<file path="src/rtl/alu_seq_pkg.sv">
// Shared opcodes, state encoding and default width for the ALU operation sequencer.
package alu_seq_pkg;

   localparam int DEF_WIDTH = 32;

   localparam logic [2:0] OP_AND = 3'b000;
   localparam logic [2:0] OP_OR  = 3'b001;
   localparam logic [2:0] OP_XOR = 3'b010;
   localparam logic [2:0] OP_NOR = 3'b011;
   localparam logic [2:0] OP_SLT = 3'b100;
   localparam logic [2:0] OP_ADD = 3'b101;
   localparam logic [2:0] OP_SUB = 3'b110;
   localparam logic [2:0] OP_MOD = 3'b111;

   localparam logic [1:0] ENC_IDLE     = 2'd0;
   localparam logic [1:0] ENC_EXEC     = 2'd1;
   localparam logic [1:0] ENC_MOD_ITER = 2'd2;
   localparam logic [1:0] ENC_RESP     = 2'd3;

   typedef enum logic [1:0] {
      ST_IDLE     = ENC_IDLE,
      ST_EXEC     = ENC_EXEC,
      ST_MOD_ITER = ENC_MOD_ITER,
      ST_RESP     = ENC_RESP
   } state_t;

endpackage

</file>
<file path="src/rtl/alu_seq_iter_cnt.sv">
// Loadable iteration up-counter for MOD sequencing; o_term flags the iteration
// whose increment brings the count to MAX_ITER.
module alu_seq_iter_cnt #(
   parameter int MAX_ITER = 255,
   parameter int CNT_W    = 8
) (
   input  logic             clk,
   input  logic             rst_n,
   input  logic             i_load,
   input  logic [CNT_W-1:0] i_load_val,
   input  logic             i_inc,
   output logic             o_term
);

   localparam logic [CNT_W-1:0] TERM_VAL = CNT_W'(MAX_ITER - 1);

   logic [CNT_W-1:0] r_cnt;

   always_ff @(posedge clk or negedge rst_n) begin
      if (!rst_n) begin
         r_cnt <= '0;
      end else if (i_load) begin
         r_cnt <= i_load_val;
      end else if (i_inc) begin
         r_cnt <= r_cnt + CNT_W'(1);
      end
   end

   assign o_term = (r_cnt == TERM_VAL);

endmodule

</file>
<file path="src/rtl/alu_op_sequencer.sv">
// Multi-cycle request/response controller in front of the combinational ALU.
// Optional performance counters are built when ALU_SEQ_PERF_EN is defined.
//
//   state    | meaning
//   IDLE     | waiting for a request, req_ready high
//   EXEC     | single-cycle ALU op in flight, result captured next edge
//   MOD_ITER | repeated subtraction r - b until r < b or iteration limit
//   RESP     | rsp_valid high, data/err held until rsp_ready
module alu_op_sequencer
   import alu_seq_pkg::*;
#(
   parameter int WIDTH        = DEF_WIDTH,
   parameter int MOD_MAX_ITER = 255
) (
   input  logic             clk,
   input  logic             rst_n,
   input  logic             req_valid,
   output logic             req_ready,
   input  logic [2:0]       req_op,
   input  logic [WIDTH-1:0] req_a,
   input  logic [WIDTH-1:0] req_b,
   output logic [2:0]       alu_sel,
   output logic [WIDTH-1:0] alu_a,
   output logic [WIDTH-1:0] alu_b,
   input  logic [WIDTH-1:0] alu_result,
   output logic             rsp_valid,
   input  logic             rsp_ready,
   output logic [WIDTH-1:0] rsp_data,
   output logic             rsp_err,
   output logic             busy
`ifdef ALU_SEQ_PERF_EN
   ,
   output logic [31:0]      perf_ops,
   output logic [31:0]      perf_mod_cycles
`endif
);

   localparam int CNT_W = $clog2(MOD_MAX_ITER + 1);

   state_t           r_state;
   state_t           w_state_nxt;
   logic [2:0]       r_alu_sel;
   logic [WIDTH-1:0] r_alu_a;
   logic [WIDTH-1:0] r_alu_b;
   logic [WIDTH-1:0] r_rsp_data;
   logic             r_rsp_err;

   logic w_accept;
   logic w_is_mod;
   logic w_mod_zero;
   logic w_mod_short;
   logic w_iter_done;
   logic w_iter_term;
   logic w_in_iter;
   logic w_rsp_hs;

   assign w_accept    = (r_state == ST_IDLE) && req_valid;
   assign w_is_mod    = (req_op == OP_MOD);
   assign w_mod_zero  = (req_b == '0);
   assign w_mod_short = (req_a < req_b);
   assign w_in_iter   = (r_state == ST_MOD_ITER);
   assign w_iter_done = (alu_result < r_alu_b);
   assign w_rsp_hs    = (r_state == ST_RESP) && rsp_ready;

   alu_seq_iter_cnt #(
      .MAX_ITER (MOD_MAX_ITER),
      .CNT_W    (CNT_W)
   ) u_iter_cnt (
      .clk        (clk),
      .rst_n      (rst_n),
      .i_load     (w_accept && w_is_mod),
      .i_load_val ('0),
      .i_inc      (w_in_iter),
      .o_term     (w_iter_term)
   );

   always_ff @(posedge clk or negedge rst_n) begin
      if (!rst_n) begin
         r_state <= ST_IDLE;
      end else begin
         r_state <= w_state_nxt;
      end
   end

   always_comb begin
      w_state_nxt = r_state;
      req_ready   = 1'b0;
      rsp_valid   = 1'b0;
      busy        = 1'b1;
      case (r_state)
         ST_IDLE: begin
            req_ready = 1'b1;
            busy      = 1'b0;
            if (req_valid) begin
               if (!w_is_mod) begin
                  w_state_nxt = ST_EXEC;
               end else if (w_mod_zero || w_mod_short) begin
                  w_state_nxt = ST_RESP;
               end else begin
                  w_state_nxt = ST_MOD_ITER;
               end
            end
         end
         ST_EXEC: begin
            w_state_nxt = ST_RESP;
         end
         ST_MOD_ITER: begin
            if (w_iter_done || w_iter_term) begin
               w_state_nxt = ST_RESP;
            end
         end
         ST_RESP: begin
            rsp_valid = 1'b1;
            if (rsp_ready) begin
               w_state_nxt = ST_IDLE;
            end
         end
         default: begin
            w_state_nxt = ST_IDLE;
         end
      endcase
   end

   // r_alu_a doubles as the running remainder while in MOD_ITER.
   always_ff @(posedge clk or negedge rst_n) begin
      if (!rst_n) begin
         r_alu_sel  <= OP_AND;
         r_alu_a    <= '0;
         r_alu_b    <= '0;
         r_rsp_data <= '0;
         r_rsp_err  <= 1'b0;
      end else begin
         case (r_state)
            ST_IDLE: begin
               if (req_valid) begin
                  r_alu_sel <= w_is_mod ? OP_SUB : req_op;
                  r_alu_a   <= req_a;
                  r_alu_b   <= req_b;
                  if (w_is_mod && w_mod_zero) begin
                     r_rsp_data <= '0;
                     r_rsp_err  <= 1'b1;
                  end else if (w_is_mod && w_mod_short) begin
                     r_rsp_data <= req_a;
                     r_rsp_err  <= 1'b0;
                  end
               end
            end
            ST_EXEC: begin
               r_rsp_data <= alu_result;
               r_rsp_err  <= 1'b0;
            end
            ST_MOD_ITER: begin
               if (w_iter_done) begin
                  r_rsp_data <= alu_result;
                  r_rsp_err  <= 1'b0;
               end else if (w_iter_term) begin
                  r_rsp_data <= '0;
                  r_rsp_err  <= 1'b1;
               end else begin
                  r_alu_a <= alu_result;
               end
            end
            default: begin
            end
         endcase
      end
   end

   assign alu_sel  = r_alu_sel;
   assign alu_a    = r_alu_a;
   assign alu_b    = r_alu_b;
   assign rsp_data = r_rsp_data;
   assign rsp_err  = r_rsp_err;

`ifdef ALU_SEQ_PERF_EN
   logic [31:0] r_perf_ops;
   logic [31:0] r_perf_mod_cycles;

   always_ff @(posedge clk or negedge rst_n) begin
      if (!rst_n) begin
         r_perf_ops        <= '0;
         r_perf_mod_cycles <= '0;
      end else begin
         if (w_rsp_hs && (r_perf_ops != '1)) begin
            r_perf_ops <= r_perf_ops + 32'd1;
         end
         if (w_in_iter && (r_perf_mod_cycles != '1)) begin
            r_perf_mod_cycles <= r_perf_mod_cycles + 32'd1;
         end
      end
   end

   assign perf_ops        = r_perf_ops;
   assign perf_mod_cycles = r_perf_mod_cycles;
`else
   logic w_unused_hs;
   assign w_unused_hs = w_rsp_hs;
`endif

endmodule

</file>
<file path="config.mk">
export PLATFORM = sky130hd
export DESIGN_NAME = alu_op_sequencer
export DESIGN_NICKNAME = d
export VERILOG_FILES = /design/src/rtl/alu_seq_pkg.sv /design/src/rtl/alu_seq_iter_cnt.sv /design/src/rtl/alu_op_sequencer.sv
export SDC_FILE = /design/constraint.sdc
export NUM_CORES = 1
export LEC_CHECK = 0
export CAP_MARGIN = 20
export CORE_MARGIN = 2
export CORE_UTILIZATION = 40
export DETAILED_ROUTE_END_ITERATION = 7
export GPL_ROUTABILITY_DRIVEN = 1
export PLACE_DENSITY = 0.81
export SKIP_CTS_REPAIR_TIMING = 1
export SYNTH_ARGS = -nofsm -noshare
export SYNTH_HDL_FRONTEND = slang
export SYNTH_SLANG_ARGS = --single-unit
export TNS_END_PERCENT = 50
</file>
<file path="constraint.sdc">
create_clock -name clk -period 2.4 [get_ports clk]
set_input_delay 0.36 -clock clk [delete_from_list [all_inputs] [get_ports clk]]
set_output_delay 0.36 -clock clk [all_outputs]
set_load 0.03 [all_outputs]
</file>
==> flow_metrics.tcl, run 1 <==
set metrics [dict create \
    grt_pass1_wl_microns 34300 \
    synth_area_leader_cell "dfrtp_1" \
    final_nets 1133 \
    syn_nets 800 \
    start_util_pct 40.5 \
    avgSynthCellArea_sq_um 11.5 \
    fin_setup_tns_ns -18.85 \
    viasPerCell 5.12 \
    drcViolationCount 0 \
    slew_viol_final 0 \
    cts_tree "built" \
    clockRootBuffer "clkbuf_16" \
    worst_slew_pin_slew_ns 0.526 \
    synth_top_area_share_pct 38.1 \
    grt_overflow_total 0 \
    clock-sinks 110 \
    gp_congestion 0.855 \
    p_per_area_mw_per_mm2 1430 \
    crit_type "in2reg" \
    path_clk_slew_ns 0.08 \
    hold_viol_final 0 \
    ios 206 \
    critPathMaxFanout 6 \
    status "finished, violations left" \
    dieHeight_microns 138 \
    cap_violations 0 \
    ir_drop_mv 0.769 \
    syn_area_sq_mm 0.00722 \
    ys_types 50 \
    finalCritPeriodShare_pct 114 \
    required_ns 2.64 \
    ys_warn_count 0 \
    synth_area_leaders "dfrtp_1, mux2_4, ha_1" \
    drtAntennaViolNets 0 \
    synth.most_common_cell "dfrtp_1" \
    max_slew_margin_pct 64.8 \
    antenna_found_initial 0 \
    fin_skew_ns 0.00877 \
    ys_seq_area_share_pct 38.1 \
    avgRoutedWirePerCell_microns 18.8 \
    track_usage_pct 22.5 \
    h-tree-depth 3 \
    std_cell_rows 49 \
    post-dp-hpwl_microns 17200 \
    drtIter0Drc 246 \
    period_minus_slack_ns 2.73 \
    ctsLongestPathBuffers 2 \
    holdWs_ns 0.381 \
    grt_pass1_vias 6391 \
    final_util_pct 63.1 \
    critPathArrivalTime_ns 2.98 \
    cp-end-kind "flip-flop" \
    p_leak_nw 5.33 \
    clk_latency_ns 0.35 \
    grt_max_degree 50 \
    crit_path_start_kind "primary input" \
    synthTopCellsByCount "dfrtp_1, ha_1, nand2_1" \
    portBuffers 205 \
    ys.flop_type "dfrtp_1" \
    netlist_instances 629 \
    hold_path.class "in2reg" \
    violations "negative setup slack" \
    syn_to_final_growth_pct 56.0 \
    drive_above_1_share_pct 36.2 \
    setup_viol 66 \
    fmax_mhz 366 \
    n_antenna_cell 0 \
    chipWidth_microns 138 \
    synth-async-reset-ratio_pct 100 \
    cts_buffers 9 \
    dr_total_vias 6123 \
    worst_slack_ns -0.332 \
    die_area_sq_mm 0.0191 \
    total_power_w 0.0161 \
    synth_edf_count 0 \
    firstDrtPassIters 5 \
    routed_wirelength_microns 22400 \
    coreArea_sq_mm 0.0178 \
    rsz0062_at_grt "yes" \
    ys_seq_elements 110 \
]
==> cell families (layout without fill, tap and decap cells) <==
group           Yosys count  in the layout  share of synthesized area [%]
simple gates            127            127                           8.70
compound gates          125            125                           15.1
flops                   110            110                           38.1
mux                     103            103                           19.1
buf+inv                  90            428                           6.40
fa+ha+maj                68             68                           11.8
xor+xnor                  6              6                          0.728
==> cell usage in the layout, fill, tap and decap left out, drive strengths merged, types with 2 or more instances in the layout <==
master,netlist,layout
nand2,68,68
ha,68,68
and3,4,4
buf,11,137
a211oi,4,4
nor2,19,19
a22o,32,32
xor2,5,5
o21ai,46,46
o22ai,2,2
dlymetal6s2s,0,16
dfrtp,110,110
nand3,7,7
nor4,12,12
mux2,100,100
clkbuf,12,14
a21oi,29,29
bufinv,0,2
nand2b,4,4
mux2i,3,3
clkinv,0,2
nand4,9,9
clkdlybuf4s50,0,188
inv,67,67
==> through the flow <==
step | std cells | setup WS, ns | cell area, sq um
final | 1196 | -0.332 | 11300
after global routing | 1196 | -0.384 | 11300
after CTS | 1188 | -0.566 | 10900
after detailed placement | 1172 | -0.931 | 10500
after global placement | 1172 | -0.867 | 10500
after floorplan | 629 | -0.229 | 7280
==> power breakdown <==
| group | internal [W] | switching, W |
|---|---|---|
| Clock | 0.000973 | 0.000709 |
| Combinational | 0.00579 | 0.00521 |
| Sequential | 0.00282 | 0.000615 |
| Total | 0.00958 | 0.00653 |
==> sequential cells by signal, indices dropped and copies added (netlist names) <==
register          count
alu_a                32
alu_b                32
alu_sel               3
r_state               2
rsp_data             32
rsp_err               1
u_iter_cnt.r_cnt      8
==> area by class of cell <==
type	count	area, sq um
Fill cell	1369	6590
Multi-Input combinational cell	429	4280
Timing Repair Buffer	345	3330
Sequential cell	110	2780
Tap cell	229	287
Clock buffer	11	253
Inverter	67	251
Clock inverter	5	81.3
==> routing by layer <==
metal	track usage (%)	up-vias	routed length (microns)
met3	3.19	31	1110
met1	29.6	2980	9760
met4	7.36	0	509
met2	38.5	198	11100
met5	0	-	0
li1	-	2914	-
==> worst paths after layout <==
path / cells past startpoint / startpoint / end / slack [ns]
max reg2reg: 9 / alu_b[1]$_DFFE_PN0P_ / alu_a[7]$_DFFE_PN0P_ / -0.32
max: 10 / alu_result[25] / alu_a[7]$_DFFE_PN0P_ / -0.33
min reg2reg: 2 / alu_sel[0]$_DFFE_PN0P_ / alu_sel[0]$_DFFE_PN0P_ / 0.49
min: 3 / req_b[30] / alu_b[30]$_DFFE_PN0P_ / 0.38
max in group asynchronous: 3 / rst_n / alu_b[13]$_DFFE_PN0P_ / 1.23
min in group asynchronous: 2 / rst_n / alu_a[0]$_DFFE_PN0P_ / 0.51
==> worst max-delay path: stages <==
cell,delay [ns]
clkdlybuf4s50_1,0.55
ha_4,0.23
nand4_4,0.11
nor2_1,0.05
a221o_1,0.31
a211o_4,0.29
o211ai_4,0.23
o2bb2ai_4,0.28
clkbuf_16,0.26
mux2_4,0.30
Power figures use the tool's default switching activity.
==> run 2, diff against run 1 <==
--- a/config.mk
+++ b/config.mk
@@ -6,11 +6,11 @@
 export NUM_CORES = 1
 export LEC_CHECK = 0
 export CAP_MARGIN = 20
-export CORE_MARGIN = 2
+export CORE_MARGIN = 8
 export CORE_UTILIZATION = 40
 export DETAILED_ROUTE_END_ITERATION = 7
 export GPL_ROUTABILITY_DRIVEN = 1
-export PLACE_DENSITY = 0.81
+export PLACE_DENSITY = 0.77
 export SKIP_CTS_REPAIR_TIMING = 1
 export SYNTH_ARGS = -nofsm -noshare
 export SYNTH_HDL_FRONTEND = slang
==> run 2 against run 1 <==
Net effect:
- the flow still finishes with violations (negative setup slack)
- total power rose by 3.3%
- worst hold slack got worse by 0.013 ns
- die area rose by 18%
- sequential share of layout area fell by 0.25 points
- cell count did not move
- flip-flop and latch count did not move
- critical endpoint is now alu_a[0]$_DFFE_PN0P_
- largest cell class unchanged
==> flow_metrics.tcl, run 2 (same netlist as run 1, synthesis figures left out) <==
set metrics [dict create \
    cp-end-kind "flip-flop" \
    ir_drop_mv 0.983 \
    fmax_mhz 351 \
    max_stage_delay_ns 0.43 \
    p_per_area_mw_per_mm2 1460 \
    worst_slew_pin_slew_ns 0.543 \
    path_cells "clkdlybuf4s50_1 -> ha_1 -> nand4_4 -> nor2_1 -> a221o_1 -> a211o_4 -> o211ai_4 -> o2bb2ai_4 -> clkbuf_16 -> mux2_4" \
    post-place-cells 1161 \
    cap_violations 0 \
    clk_latency_ns 0.36 \
    cpLargestDelayFamily "compound AO/OA/AOI/OAI gates" \
    finalCritPeriodShare_pct 119 \
    post-dp-hpwl_microns 18400 \
    r2r-end "alu_a[0]$_DFFE_PN0P_" \
    rr_worst_depth 9 \
    dieHeight_microns 150 \
    path_clk_slew_ns 0.08 \
    drtIter0Drc 261 \
    setup_viol 67 \
    grt_pass1_wl_microns 35700 \
    antenna_found_initial 0 \
    hp-start "req_b[31]" \
    violations "negative setup slack" \
    critPathMaxFanout 7 \
    chipWidth_microns 150 \
    hold_path.class "in2reg" \
    grt_max_degree 56 \
    status "finished, violations left" \
    crit_path_start_kind "primary input" \
    layout.cells.most_common "clkdlybuf4s50_1" \
    std_cell_rows 49 \
    crit_type "in2reg" \
    portBuffers 205 \
    h-tree-depth 3 \
    final_util_pct 63.7 \
    viasPerCell 5.14 \
    drcViolationCount 0 \
    rsz0062_at_grt "yes" \
    min_to "alu_b[31]$_DFFE_PN0P_" \
    fin_skew_ns 0.0118 \
    period_minus_slack_ns 2.85 \
    die_area_sq_mm 0.0226 \
    fin_cells 1196 \
    final_nets 1133 \
    cp.buffers_inverters 2 \
    cts_tree "built" \
    firstDrtPassIters 4 \
    max_slew_margin_pct 63.7 \
    critPathArrivalTime_ns 3.09 \
    hold_viol_final 0 \
    clock-sinks 110 \
    start_util_pct 40.5 \
    clockRootBuffer "clkbuf_16" \
    place_area_sq_mm 0.0105 \
    avgRoutedWirePerCell_microns 20.8 \
    n_antenna_cell 0 \
    required_ns 2.64 \
    gp_congestion 0.854 \
    fill_cells 1359 \
    ios 206 \
    ff2ff_setup_slack_ns -0.43 \
    ctsLongestPathBuffers 2 \
    cpMaxStageDelayCell "clkdlybuf4s50_1" \
    coreArea_sq_mm 0.0178 \
    finalInstanceArea_sq_mm 0.0114 \
    p_leak_nw 5.42 \
    hold_depth 3 \
    dr_total_vias 6153 \
    track_usage_pct 20.3 \
    drtAntennaViolNets 0 \
    syn_to_final_growth_pct 57.5 \
    grt_pass1_vias 6659 \
    slew_viol_final 0 \
    worst_slack_ns -0.448 \
    worstReg2RegStart "alu_b[1]$_DFFE_PN0P_" \
    grt_overflow_total 0 \
    cts_buffers 9 \
    final_cell_mix "clkdlybuf4s50_1, buf_4, dfrtp_1" \
    routed_wirelength_microns 24900 \
    drive_above_1_share_pct 37.2 \
]
run 2: report_power, final:
part	leakage, nW	internal, W	switching (W)
logic	3.96	0.00618	0.00554
registers	1.32	0.00282	0.000601
clock network	0.137	0.000720	0.000776
total	5.42	0.00972	0.00692
run 2: how the worst max path moves through the flow:
stage                     startpoint                  endpoint  slack (ns)  cells after the start
2_1_floorplan  alu_b[21]$_DFFE_PN0P_      alu_a[0]$_DFFE_PN0P_       -0.23                     10
3_3_place_gp               req_b[31]  rsp_data[24]$_DFFE_PN0P_       -0.93                     11
3_5_place_dp               req_b[31]  rsp_data[24]$_DFFE_PN0P_       -0.95                     11
4_1_cts                    req_b[31]  rsp_data[24]$_DFFE_PN0P_       -0.58                     11
5_1_grt        alu_b[31]$_DFFE_PN0P_     alu_a[17]$_DFFE_PN0P_       -0.51                     10
6_report              alu_result[24]      alu_a[0]$_DFFE_PN0P_       -0.45                     10
run 2: worst min-delay path, stage by stage:
cell and delay [ns]:
dlymetal6s2s_1 0.16, inv_1 0.09, o21ai_0 0.08
run 2: layout make-up:
cell class / count / area, sq um / share of cell area [%]
flip-flops and latches: 110 / 2780 / 24.4
inverters: 67 / 251 / 2.21
multi-input cells: 429 / 4340 / 38.1
clock inverters: 7 / 56.3 / 0.495
well taps: 229 / 287 / 2.52
repair buffers: 345 / 3440 / 30.2
clock buffers: 9 / 225 / 1.98
run 2: metal layers:
metal	track usage, %	part of all wire [%]
met5	0	0
met4	6.95	2.7
met3	4.69	6.6
met2	34.8	49
met1	24.7	42
run 2: stage by stage:
| stage | worst slack (ns) | hold WS [ns] | TNS, ns | total power (W) |
|---|---|---|---|---|
| floorplan | -0.229 | 0.0644 | -12.13 | 0.0101 |
| detailed placement | -0.954 | 0.338 | -59.02 | 0.0140 |
| CTS | -0.582 | -0.0548 | -34.02 | 0.0156 |
| global placement | -0.930 | 0.327 | -56.11 | 0.0138 |
| global route | -0.508 | 0.405 | -30.22 | 0.0174 |
| finish | -0.448 | 0.368 | -25.62 | 0.0166 |
